`src/rtl/melody_pkg.sv`:
```
// Note codes, tone frequencies and the stored melody ROM shared by the melody player.
package melody_pkg;

  typedef logic [4:0] note_t;

  localparam note_t NoteRest = 5'd0;
  localparam note_t NoteC4   = 5'd1;
  localparam note_t NoteD4   = 5'd2;
  localparam note_t NoteE4   = 5'd3;
  localparam note_t NoteF4   = 5'd4;
  localparam note_t NoteG4   = 5'd5;
  localparam note_t NoteA4   = 5'd6;
  localparam note_t NoteB4   = 5'd7;
  localparam note_t NoteC5   = 5'd8;
  localparam note_t NoteD5   = 5'd9;
  localparam note_t NoteE5   = 5'd10;
  localparam note_t NoteF5   = 5'd11;
  localparam note_t NoteG5   = 5'd12;
  localparam note_t NoteA5   = 5'd13;
  localparam note_t NoteB5   = 5'd14;
  localparam note_t NoteC6   = 5'd15;
  localparam note_t NoteD6   = 5'd16;
  localparam note_t NoteE6   = 5'd17;
  localparam note_t NoteF6   = 5'd18;
  localparam note_t NoteG6   = 5'd19;
  localparam note_t NoteA6   = 5'd20;
  localparam note_t NoteB6   = 5'd21;
  localparam note_t NoteEnd  = 5'd31;

  function automatic logic is_tone(input note_t code);
    return (code >= NoteC4) && (code <= NoteB6);
  endfunction

  // Tone frequency table in Hz; non-tone codes map to 0.
  function automatic int unsigned note_freq(input note_t code);
    case (code)
      NoteC4: return 262;  NoteD4: return 294;  NoteE4: return 330;  NoteF4: return 349;
      NoteG4: return 392;  NoteA4: return 440;  NoteB4: return 494;
      NoteC5: return 523;  NoteD5: return 587;  NoteE5: return 659;  NoteF5: return 698;
      NoteG5: return 784;  NoteA5: return 880;  NoteB5: return 988;
      NoteC6: return 1047; NoteD6: return 1175; NoteE6: return 1319; NoteF6: return 1397;
      NoteG6: return 1568; NoteA6: return 1760; NoteB6: return 1976;
      default: return 0;
    endcase
  endfunction

  function automatic int unsigned half_period(input note_t code, input int unsigned clk_hz);
    if (!is_tone(code)) return 0;
    return clk_hz / (2 * note_freq(code));
  endfunction

  function automatic note_t song_note(input int unsigned id, input int unsigned idx);
    note_t n;
    n = NoteEnd;
    case (id)
      0: if (idx < 8) n = NoteA4;
      1: begin
        case (idx)
          0:       n = NoteC4;
          1:       n = NoteRest;
          default: n = NoteEnd;
        endcase
      end
      2: begin
        case (idx)
          0:       n = NoteE4;
          1:       n = NoteE4;
          2:       n = NoteG4;
          3:       n = NoteRest;
          4:       n = NoteC5;
          5:       n = 5'd25; // reserved code, sounds as a rest
          6:       n = NoteB6;
          7:       n = NoteC4;
          default: n = NoteEnd;
        endcase
      end
      default: n = NoteEnd;
    endcase
    return n;
  endfunction

endpackage

```
`src/rtl/tone_gen.sv`:
```
// Square-wave generator: phase counter toggling audio every half-period of the current note.
module tone_gen
  import melody_pkg::*;
#(
  parameter int unsigned CLK_HZ = 100000000
) (
  input  logic       sys_CLK,
  input  logic       rst,
  input  logic [4:0] note,
  input  logic       restart,
  output logic       audio
);

  localparam int unsigned HpMax = half_period(NoteC4, CLK_HZ);
  localparam int unsigned PH_W  = (HpMax > 1) ? $clog2(HpMax) : 1;

  logic [PH_W-1:0] ph_q, ph_d, hp_last;
  logic            audio_q, audio_d;

  always_comb begin
    hp_last = PH_W'(half_period(note, CLK_HZ) - 1);
    ph_d    = ph_q;
    audio_d = audio_q;
    if (restart || !is_tone(note)) begin
      ph_d    = '0;
      audio_d = 1'b0;
    end else if (ph_q == hp_last) begin
      ph_d    = '0;
      audio_d = ~audio_q;
    end else begin
      ph_d = ph_q + PH_W'(1);
    end
  end

  always_ff @(posedge sys_CLK or posedge rst) begin
    if (rst) begin
      ph_q    <= '0;
      audio_q <= 1'b0;
    end else begin
      ph_q    <= ph_d;
      audio_q <= audio_d;
    end
  end

  assign audio = audio_q;

endmodule

```
`src/rtl/melody_player.sv`:
```
// Melody sequencer: play/stop/loop FSM, tempo tick and step counter driving a tone generator.
module melody_player
  import melody_pkg::*;
#(
  parameter int unsigned CLK_HZ    = 100000000,
  parameter int unsigned TEMPO_HZ  = 4,
  parameter int unsigned NUM_SONGS = 4,
  parameter int unsigned SONG_LEN  = 64,
  localparam int unsigned SID_W    = (NUM_SONGS > 1) ? $clog2(NUM_SONGS) : 1,
  localparam int unsigned STEP_W   = (SONG_LEN > 1) ? $clog2(SONG_LEN) : 1
) (
  input  logic              sys_CLK,
  input  logic              rst,
  input  logic              play,
  input  logic [SID_W-1:0]  song_id,
  input  logic              loop_en,
  output logic              audio,
  output logic              busy,
  output logic              done,
  output logic [STEP_W-1:0] step,
  output logic [4:0]        note
);

  localparam int unsigned TICK_DIV = CLK_HZ / TEMPO_HZ;
  localparam int unsigned TICK_W   = (TICK_DIV > 1) ? $clog2(TICK_DIV) : 1;

  localparam logic [TICK_W-1:0] TickLast = TICK_W'(TICK_DIV - 1);
  localparam logic [STEP_W:0]   StepEnd  = (STEP_W + 1)'(SONG_LEN);
  localparam logic [SID_W:0]    IdLimit  = (SID_W + 1)'(NUM_SONGS);

  localparam logic [1:0] StIdle = 2'd0;
  localparam logic [1:0] StPlay = 2'd1;
  localparam logic [1:0] StDone = 2'd2;

  logic [1:0]        state_q, state_d;
  logic [SID_W-1:0]  id_q, id_d;
  logic [STEP_W-1:0] step_q, step_d;
  note_t             note_q, note_d;
  logic [TICK_W-1:0] tick_q, tick_d;
  logic              done_q, done_d;

  logic [STEP_W:0] next_idx;
  note_t           next_note, first_note, loop_note;
  logic            at_end, id_ok, song_chg, restart;

  always_comb begin
    next_idx   = {1'b0, step_q} + {{STEP_W{1'b0}}, 1'b1};
    next_note  = song_note(32'(id_q), 32'(next_idx));
    loop_note  = song_note(32'(id_q), 0);
    first_note = song_note(32'(song_id), 0);
    at_end     = (next_idx == StepEnd) || (next_note == NoteEnd);
    id_ok      = ({1'b0, song_id} < IdLimit);
  end

  // Priority inside PLAY: stop, then song change, then step advance.
  always_comb begin
    state_d  = state_q;
    id_d     = id_q;
    step_d   = step_q;
    note_d   = note_q;
    tick_d   = tick_q;
    done_d   = 1'b0;
    song_chg = 1'b0;
    case (state_q)
      StIdle: begin
        if (play) begin
          id_d   = song_id;
          step_d = '0;
          tick_d = '0;
          if (id_ok) begin
            note_d  = first_note;
            state_d = StPlay;
          end else begin
            state_d = StDone;
            done_d  = 1'b1;
          end
        end
      end
      StPlay: begin
        if (!play) begin
          state_d = StIdle;
        end else if (song_id != id_q) begin
          song_chg = 1'b1;
          id_d     = song_id;
          step_d   = '0;
          tick_d   = '0;
          if (id_ok) begin
            note_d = first_note;
          end else begin
            state_d = StDone;
            done_d  = 1'b1;
          end
        end else if (tick_q == TickLast) begin
          tick_d = '0;
          if (!at_end) begin
            step_d = next_idx[STEP_W-1:0];
            note_d = next_note;
          end else if (loop_en) begin
            step_d = '0;
            note_d = loop_note;
          end else begin
            state_d = StDone;
            done_d  = 1'b1;
          end
        end else begin
          tick_d = tick_q + TICK_W'(1);
        end
      end
      StDone: begin
        if (!play) state_d = StIdle;
      end
      default: state_d = StIdle;
    endcase
  end

  // Phase restarts whenever the tone is not continuing unchanged through this edge.
  assign restart = (state_q != StPlay) || (state_d != StPlay) || (note_d != note_q) || song_chg;

  always_ff @(posedge sys_CLK or posedge rst) begin
    if (rst) begin
      state_q <= StIdle;
      id_q    <= '0;
      step_q  <= '0;
      note_q  <= NoteRest;
      tick_q  <= '0;
      done_q  <= 1'b0;
    end else begin
      state_q <= state_d;
      id_q    <= id_d;
      step_q  <= step_d;
      note_q  <= note_d;
      tick_q  <= tick_d;
      done_q  <= done_d;
    end
  end

  tone_gen #(
    .CLK_HZ (CLK_HZ)
  ) u_tone_gen (
    .sys_CLK (sys_CLK),
    .rst     (rst),
    .note    (note_q),
    .restart (restart),
    .audio   (audio)
  );

  assign busy = (state_q == StPlay);
  assign done = done_q;
  assign step = step_q;
  assign note = note_q;

endmodule

```
`config.mk`:
```
export PLATFORM = sky130hd
export DESIGN_NAME = melody_player
export DESIGN_NICKNAME = d
export VERILOG_FILES = /design/src/rtl/melody_pkg.sv /design/src/rtl/tone_gen.sv /design/src/rtl/melody_player.sv
export SDC_FILE = /design/constraint.sdc
export NUM_CORES = 1
export LEC_CHECK = 0
export CAP_MARGIN = 20
export CORE_MARGIN = 2
export CORE_UTILIZATION = 24
export DETAILED_ROUTE_END_ITERATION = 12
export GPL_ROUTABILITY_DRIVEN = 0
export HOLD_SLACK_MARGIN = 0.1
export MAX_ROUTING_LAYER = met4
export PLACE_DENSITY = 0.39
export SETUP_SLACK_MARGIN = 0.15
export SLEW_MARGIN = 0
export SYNTH_ARGS = -nofsm -noshare
export SYNTH_HDL_FRONTEND = slang
export SYNTH_SLANG_ARGS = --single-unit
```
`constraint.sdc`:
```
create_clock -name sys_CLK -period 115.7 [get_ports sys_CLK]
set_clock_uncertainty 0.05 [all_clocks]
set_input_delay 11.57 -clock sys_CLK [delete_from_list [all_inputs] [get_ports sys_CLK]]
set_output_delay 11.57 -clock sys_CLK [all_outputs]
set_load 0.02 [all_outputs]
```
Yosys cells after proc, flatten, opt, wreduce, memory -nomap -nowiden
Memory sizes are Yosys's and may differ from the RTL's. Index checks and enable logic that the tools add are counted.

Reduce and logical (&&, ||, !) cells: 17. Equality and inequality tests: 20. Bitwise logic cells: 1. $lt $le $gt $ge: 3. Muxes and demuxes: 52. Div/mod/pow operators: 1. Add/sub/neg operators: 4.

Operators with widths (count): 2-to-1 mux 25 bit (4); 2-to-1 mux 18 bit (3); case mux 25 bit (2 select lines) (1); case mux 5 bit (3 select lines) (3); 2-to-1 mux 5 bit (8); 2-to-1 mux 6 bit (6); divider 27 x 32 -> 32 bit (first input constant) (1); 2-to-1 mux 31 bit (1); adder 25 x 1 -> 25 bit (second input constant) (1); equality test 25 bit (second input constant) (1); 2-to-1 mux 2 bit (10); case mux 5 bit (2 select lines) (2); adder 18 x 1 -> 18 bit (second input constant) (1); equality test 18 bit (1); subtractor 18 x 1 -> 18 bit (second input constant) (1); case mux 6 bit (2 select lines) (1); 2-to-1 mux 1 bit (11); adder 6 x 1 -> 7 bit (second input constant) (1); equality test 7 x 1 -> 1 bit (second input constant) (1); equality test 7 bit (second input constant) (1); zero test 7 bit (1); < comparator 7 x 4 -> 1 bit (second input constant) (1); equality test 2 x 1 -> 1 bit (second input constant) (3); equality test 2 bit (second input constant) (3); other kinds (21) (31).

Memory bits (read-only): 392. Output and inout bits: 14. Memories kept: 2. Register bits after elaboration: 60. Input bits: 6.

Memories: (name not given) (words 32, width 11, rd ports 1, clocked after Yosys merged registers in 0, write ports 0, line melody_pkg.sv:36) `case (code)`; (name not given) (words 8, width 5, rd ports 1, clocked after Yosys merged registers in 0, write ports 0, line melody_pkg.sv:65) `case (idx)`.

Depth between registers and ports, before layout
Depth in word-level cells: 17. Depth in mapped cells: 464. Depth with buffers taken out: 418.

By module
A second synthesis with hierarchy kept.

Cell total of the unflattened synthesis: 4071. Area, all modules: 27885.5 um2.

Modules (own cells, without submodules): tone_gen (times used 1, area each 24991.5 um2, cells each 3722, seq. area each 475.5 um2); melody_player (times used 1, area each 2894.0 um2, cells each 349, seq. area each 1026.0 um2).

Worst setup path after synthesis
Ideal clock, no wire load.

Path kind: reg2reg. From: register note_q[1], in the netlist note[1]. To: register u_tone_gen.audio_q, in the netlist u_tone_gen.audio. Data required time: 115523 ps. Stages on the path, launching flop included: 437. Period minus slack after synthesis: 81139 ps. Path buffers: 46. Setup time: 127 ps. Data arrival time: 80962 ps. Slack: 34561 ps. Cell sequence: dfrtp_1 -> buf_4 -> inv_1 -> ha_1 -> mux2_2 -> a221oi_2 -> and2_1 -> buf_4 -> nand4_1 -> nor2_1 -> ha_1 -> inv_1 -> a2111oi_0 -> a2111oi_0 -> a31o_1 -> nor2_1 -> ha_1 -> and2_1 -> [401 not listed] -> nand4b_1 -> a2111o_1 -> nor4_1 -> o311ai_1 -> or3_4 -> nand2_1 -> ha_1 -> a21boi_0 -> o21ai_0 -> or2_2 -> nor2_1 -> nand3b_1 -> a211oi_1 -> a21oi_1 -> o22ai_1 -> o2111ai_1 -> a2111oi_4 -> mux2_1.

Cells in the longest elaborated chain, start to end: 11.

Ends and longest elaborated chain: start: declaration (line melody_player.sv:38) `note_t note_q, note_d;`; start signal: assignment (line melody_player.sv:124) `note_q <= NoteRest;`; start signal: assignment (line melody_player.sv:131) `note_q <= note_d;`; branches (longest 11 deep; another with divider 27 x 32 -> 32 bit); end signal: assignment (line tone_gen.sv:41) `audio_q <= audio_d;`; end: declaration (line tone_gen.sv:18) `logic audio_q, audio_d;`.

Parallel ways; which one is timed is not known. The select of a mux whose other input is x is not followed. A chain may end at the register's enable or synchronous reset.

Worst setup path in the final report
Ends and elaborated chain as after synthesis.

==> metrics <==
buffers added on ports 19; slack of the critical path 23.19 ns; fin crit period 92.51 ns; worst-skew pair later-pin latency 0.35 ns; part of the Yosys area used for sequential elements 5.46%; clk slew on worst S/H paths 0.06 ns; cell accounting for the most synthesized area sky130_fd_sc_hd__ha_1; wire length per cell after detailed routing roughly 18 um; via count of the first global-routing pass roughly 28000; tightest slew margin relative to the limit 29.7%; class of the tightest hold or removal check flip-flop to flip-flop; worst-case clock buffer depth 2; cell family with the largest share of critical-path delay compound AO/OA/AOI/OAI gates; worst slack, placed 23.42 ns; die boundary height 342 um; FILL cells 12805; final setup vio count 0; Post-Syn Area 27500 um^2; largest net degree at the start of global routing 61; biggest fanout along the worst timing path 26; placed wire-length estimate 80.2 mm; diode insertion count for antenna repair 0; CTS Root Cell sky130_fd_sc_hd__clkbuf_16; global-route wire length before repair 160 mm; element type at the critical path start flip-flop; WP data required 115.88 ns; total wire length after detailed routing 100 mm; number of enable flip-flop cells after synthesis 0; count of unique library cells instantiated by Yosys 127; RSZ-0062 raised after global routing no; highest attainable clock frequency 10.8 MHz; cell with the largest stage delay on the worst path sky130_fd_sc_hd__nor4_2; YS warnings 0; number of ports placed on the die boundary 20; number of H-tree levels 3; Critical Path End Type flip-flop; setup bufs post-CTS 0; Crit path top cell by count sky130_fd_sc_hd__a21o_1; number of iterations in the first detailed-routing pass 6; largest cells by area after synthesis sky130_fd_sc_hd__ha_1 13%, sky130_fd_sc_hd__xnor2_1 5.7%, sky130_fd_sc_hd__a21oi_1 5.5%; synthesized area divided by synthesized cell count 6.96 um^2; die width 342 um; Mapped Cells 3952; actual transition at the worst max-transition pin 1.06 ns; Maximum Capacitance Violations 0; clock buffers created by TritonCTS 9; delay of the slowest cell on the worst path 0.78 ns; main flop type after synthesis sky130_fd_sc_hd__dfrtp_1; TritonCTS clock tree built; Async SR Flop Fraction 100%; Global Route Usage Sum between 10% and 20%; synth-to-layout area growth 7.96%; number of instances resized during post-cts repair 0; area of the core 114000 um^2; initial antenna violation count 0; number of synthesized register bits 60; DP Area 29400 um^2; share of the cycle needed by the critical path after routing 80.0%; vias post-DR 29511; overflow left after global routing 0; number of rows created at floorplan around 120; Final Instance Area 29700 um^2; Final Hold Vio Count 0; clk sink count 60; starting DRC count in detailed routing 1717; run status finished, final reports clean; Setup TNS 0 ns; Post-DRT Antenna Nets 0; Max Slew Vio Count 0; category of the most critical setup path flip-flop to flip-flop; buffers plus inverters on the worst setup path 11; hold buffer count at CTS 0; data arrival time of the worst path 92.69 ns; residual DRC count 0; ratio of cells with drive above 1 in the final layout around 7.3%; post-synth top area share between 10% and 20%; Via density approximately 5.4; most used standard cells in the synthesized netlist 383 x sky130_fd_sc_hd__nand2_1, 383 x sky130_fd_sc_hd__nor2_1, 304 x sky130_fd_sc_hd__a21oi_1; effective utilization at floorplan between 20% and 30%; fin nets between 4000 and 5000; die footprint around 120000 um^2
-- worst reg2reg max path: cells and delay by family (launching register included) --
kind | cells | cell delay, ns
AND/OR/NAND/NOR | 144 | 32.22
buffers and inverters | 11 | 2.37
multiplexers | 6 | 2.29
AO/OA/AOI/OAI | 207 | 44.81
adder cells (fa/ha/maj) | 31 | 9.77
flip-flops | 1 | 0.58
XOR/XNOR | 2 | 0.39
-- final timing paths --
kind                                    end  slack (ns)       from  depth (start not counted)
min                               tick_q[1]        0.48  tick_q[1]                          2
min reg2reg                       tick_q[1]        0.48  tick_q[1]                          2
max                        u_tone_gen.audio       23.19    note[1]                        401
max reg2reg                u_tone_gen.audio       23.19    note[1]                        401
max in group asynchronous        tick_q[23]      103.27        rst                          3
min in group asynchronous              done       11.73        rst                          3
-- layer usage --
| layer | wire length (um) | up-vias | track usage (%) |
|---|---|---|---|
| met3 | 2370 | 72 | 0.666 |
| met5 | 0 | - | - |
| met4 | 1300 | 0 | 2.64 |
| met1 | 48600 | 14056 | 22.7 |
| met2 | 47800 | 523 | 29.0 |
| li1 | - | 14860 | - |
-- sequential cells by signal, summed over array words and instances (netlist names) --
| signal | count |
|---|---|
| step | 6 |
| state_q | 2 |
| note | 5 |
| id_q | 2 |
| tick_q | 25 |
| u_tone_gen.audio | 1 |
| done | 1 |
| u_tone_gen.ph_q | 18 |
-- per-stage QoR --
step	hold slack, ns	instances	utilization, %
after global placement	0.453	5406	25.7
after detailed placement	0.470	5406	25.7
after floorplan	0.426	3958	-
final	0.480	5422	26.0
after global routing	0.517	5422	26.0
after CTS	0.482	5422	26.0
-- layout make-up --
type                            count  area (um^2)  area share, %
Multi-Input combinational cell   3660        25000           84.3
Timing Repair Buffer               67          551           1.85
Inverter                          107          402           1.35
Tap cell                         1512         1890           6.37
Clock buffer                        9          225          0.759
Clock inverter                      7         98.8          0.333
Sequential cell                    60         1500           5.06
-- cells in the final DEF (no fill, tap or decap), types with 18 or more instances in the layout --
cell type	n
sky130_fd_sc_hd__or2_2	28
sky130_fd_sc_hd__nor2_1	382
sky130_fd_sc_hd__xor2_1	115
sky130_fd_sc_hd__nand4_1	58
sky130_fd_sc_hd__o21a_1	100
sky130_fd_sc_hd__nor2b_1	55
sky130_fd_sc_hd__ha_1	276
sky130_fd_sc_hd__a21o_1	147
sky130_fd_sc_hd__a41oi_1	18
sky130_fd_sc_hd__nor4_1	34
sky130_fd_sc_hd__or3_1	41
sky130_fd_sc_hd__o21ai_1	21
sky130_fd_sc_hd__o31ai_1	61
sky130_fd_sc_hd__o211ai_1	48
sky130_fd_sc_hd__inv_1	105
sky130_fd_sc_hd__buf_4	48
sky130_fd_sc_hd__o21ai_0	272
sky130_fd_sc_hd__mux2i_1	51
sky130_fd_sc_hd__and3_1	51
sky130_fd_sc_hd__nand2b_1	76
sky130_fd_sc_hd__xnor2_1	180
sky130_fd_sc_hd__o22ai_1	25
sky130_fd_sc_hd__a211oi_1	45
sky130_fd_sc_hd__nand2_1	383
sky130_fd_sc_hd__nand3_1	120
sky130_fd_sc_hd__and2_1	60
sky130_fd_sc_hd__mux2_2	54
sky130_fd_sc_hd__a21oi_1	301
sky130_fd_sc_hd__clkdlybuf4s50_1	19
sky130_fd_sc_hd__nor3_1	136
sky130_fd_sc_hd__a31oi_1	39
sky130_fd_sc_hd__dfrtp_1	60
sky130_fd_sc_hd__a211o_1	21
-- kinds of logic after synthesis --
family	Yosys count	synth area share (%)
xor+xnor	297	9.52
other cells	2	0.0273
compound gates	1395	35.0
fa+ha+maj	277	12.6
buf+inv	238	4.10
mux	106	4.11
simple gates	1577	29.2
flops	60	5.46
Power is left out: the tool's default activity adds up to more than one toggle a clock period on the data nets, which glitch-free logic cannot reach.
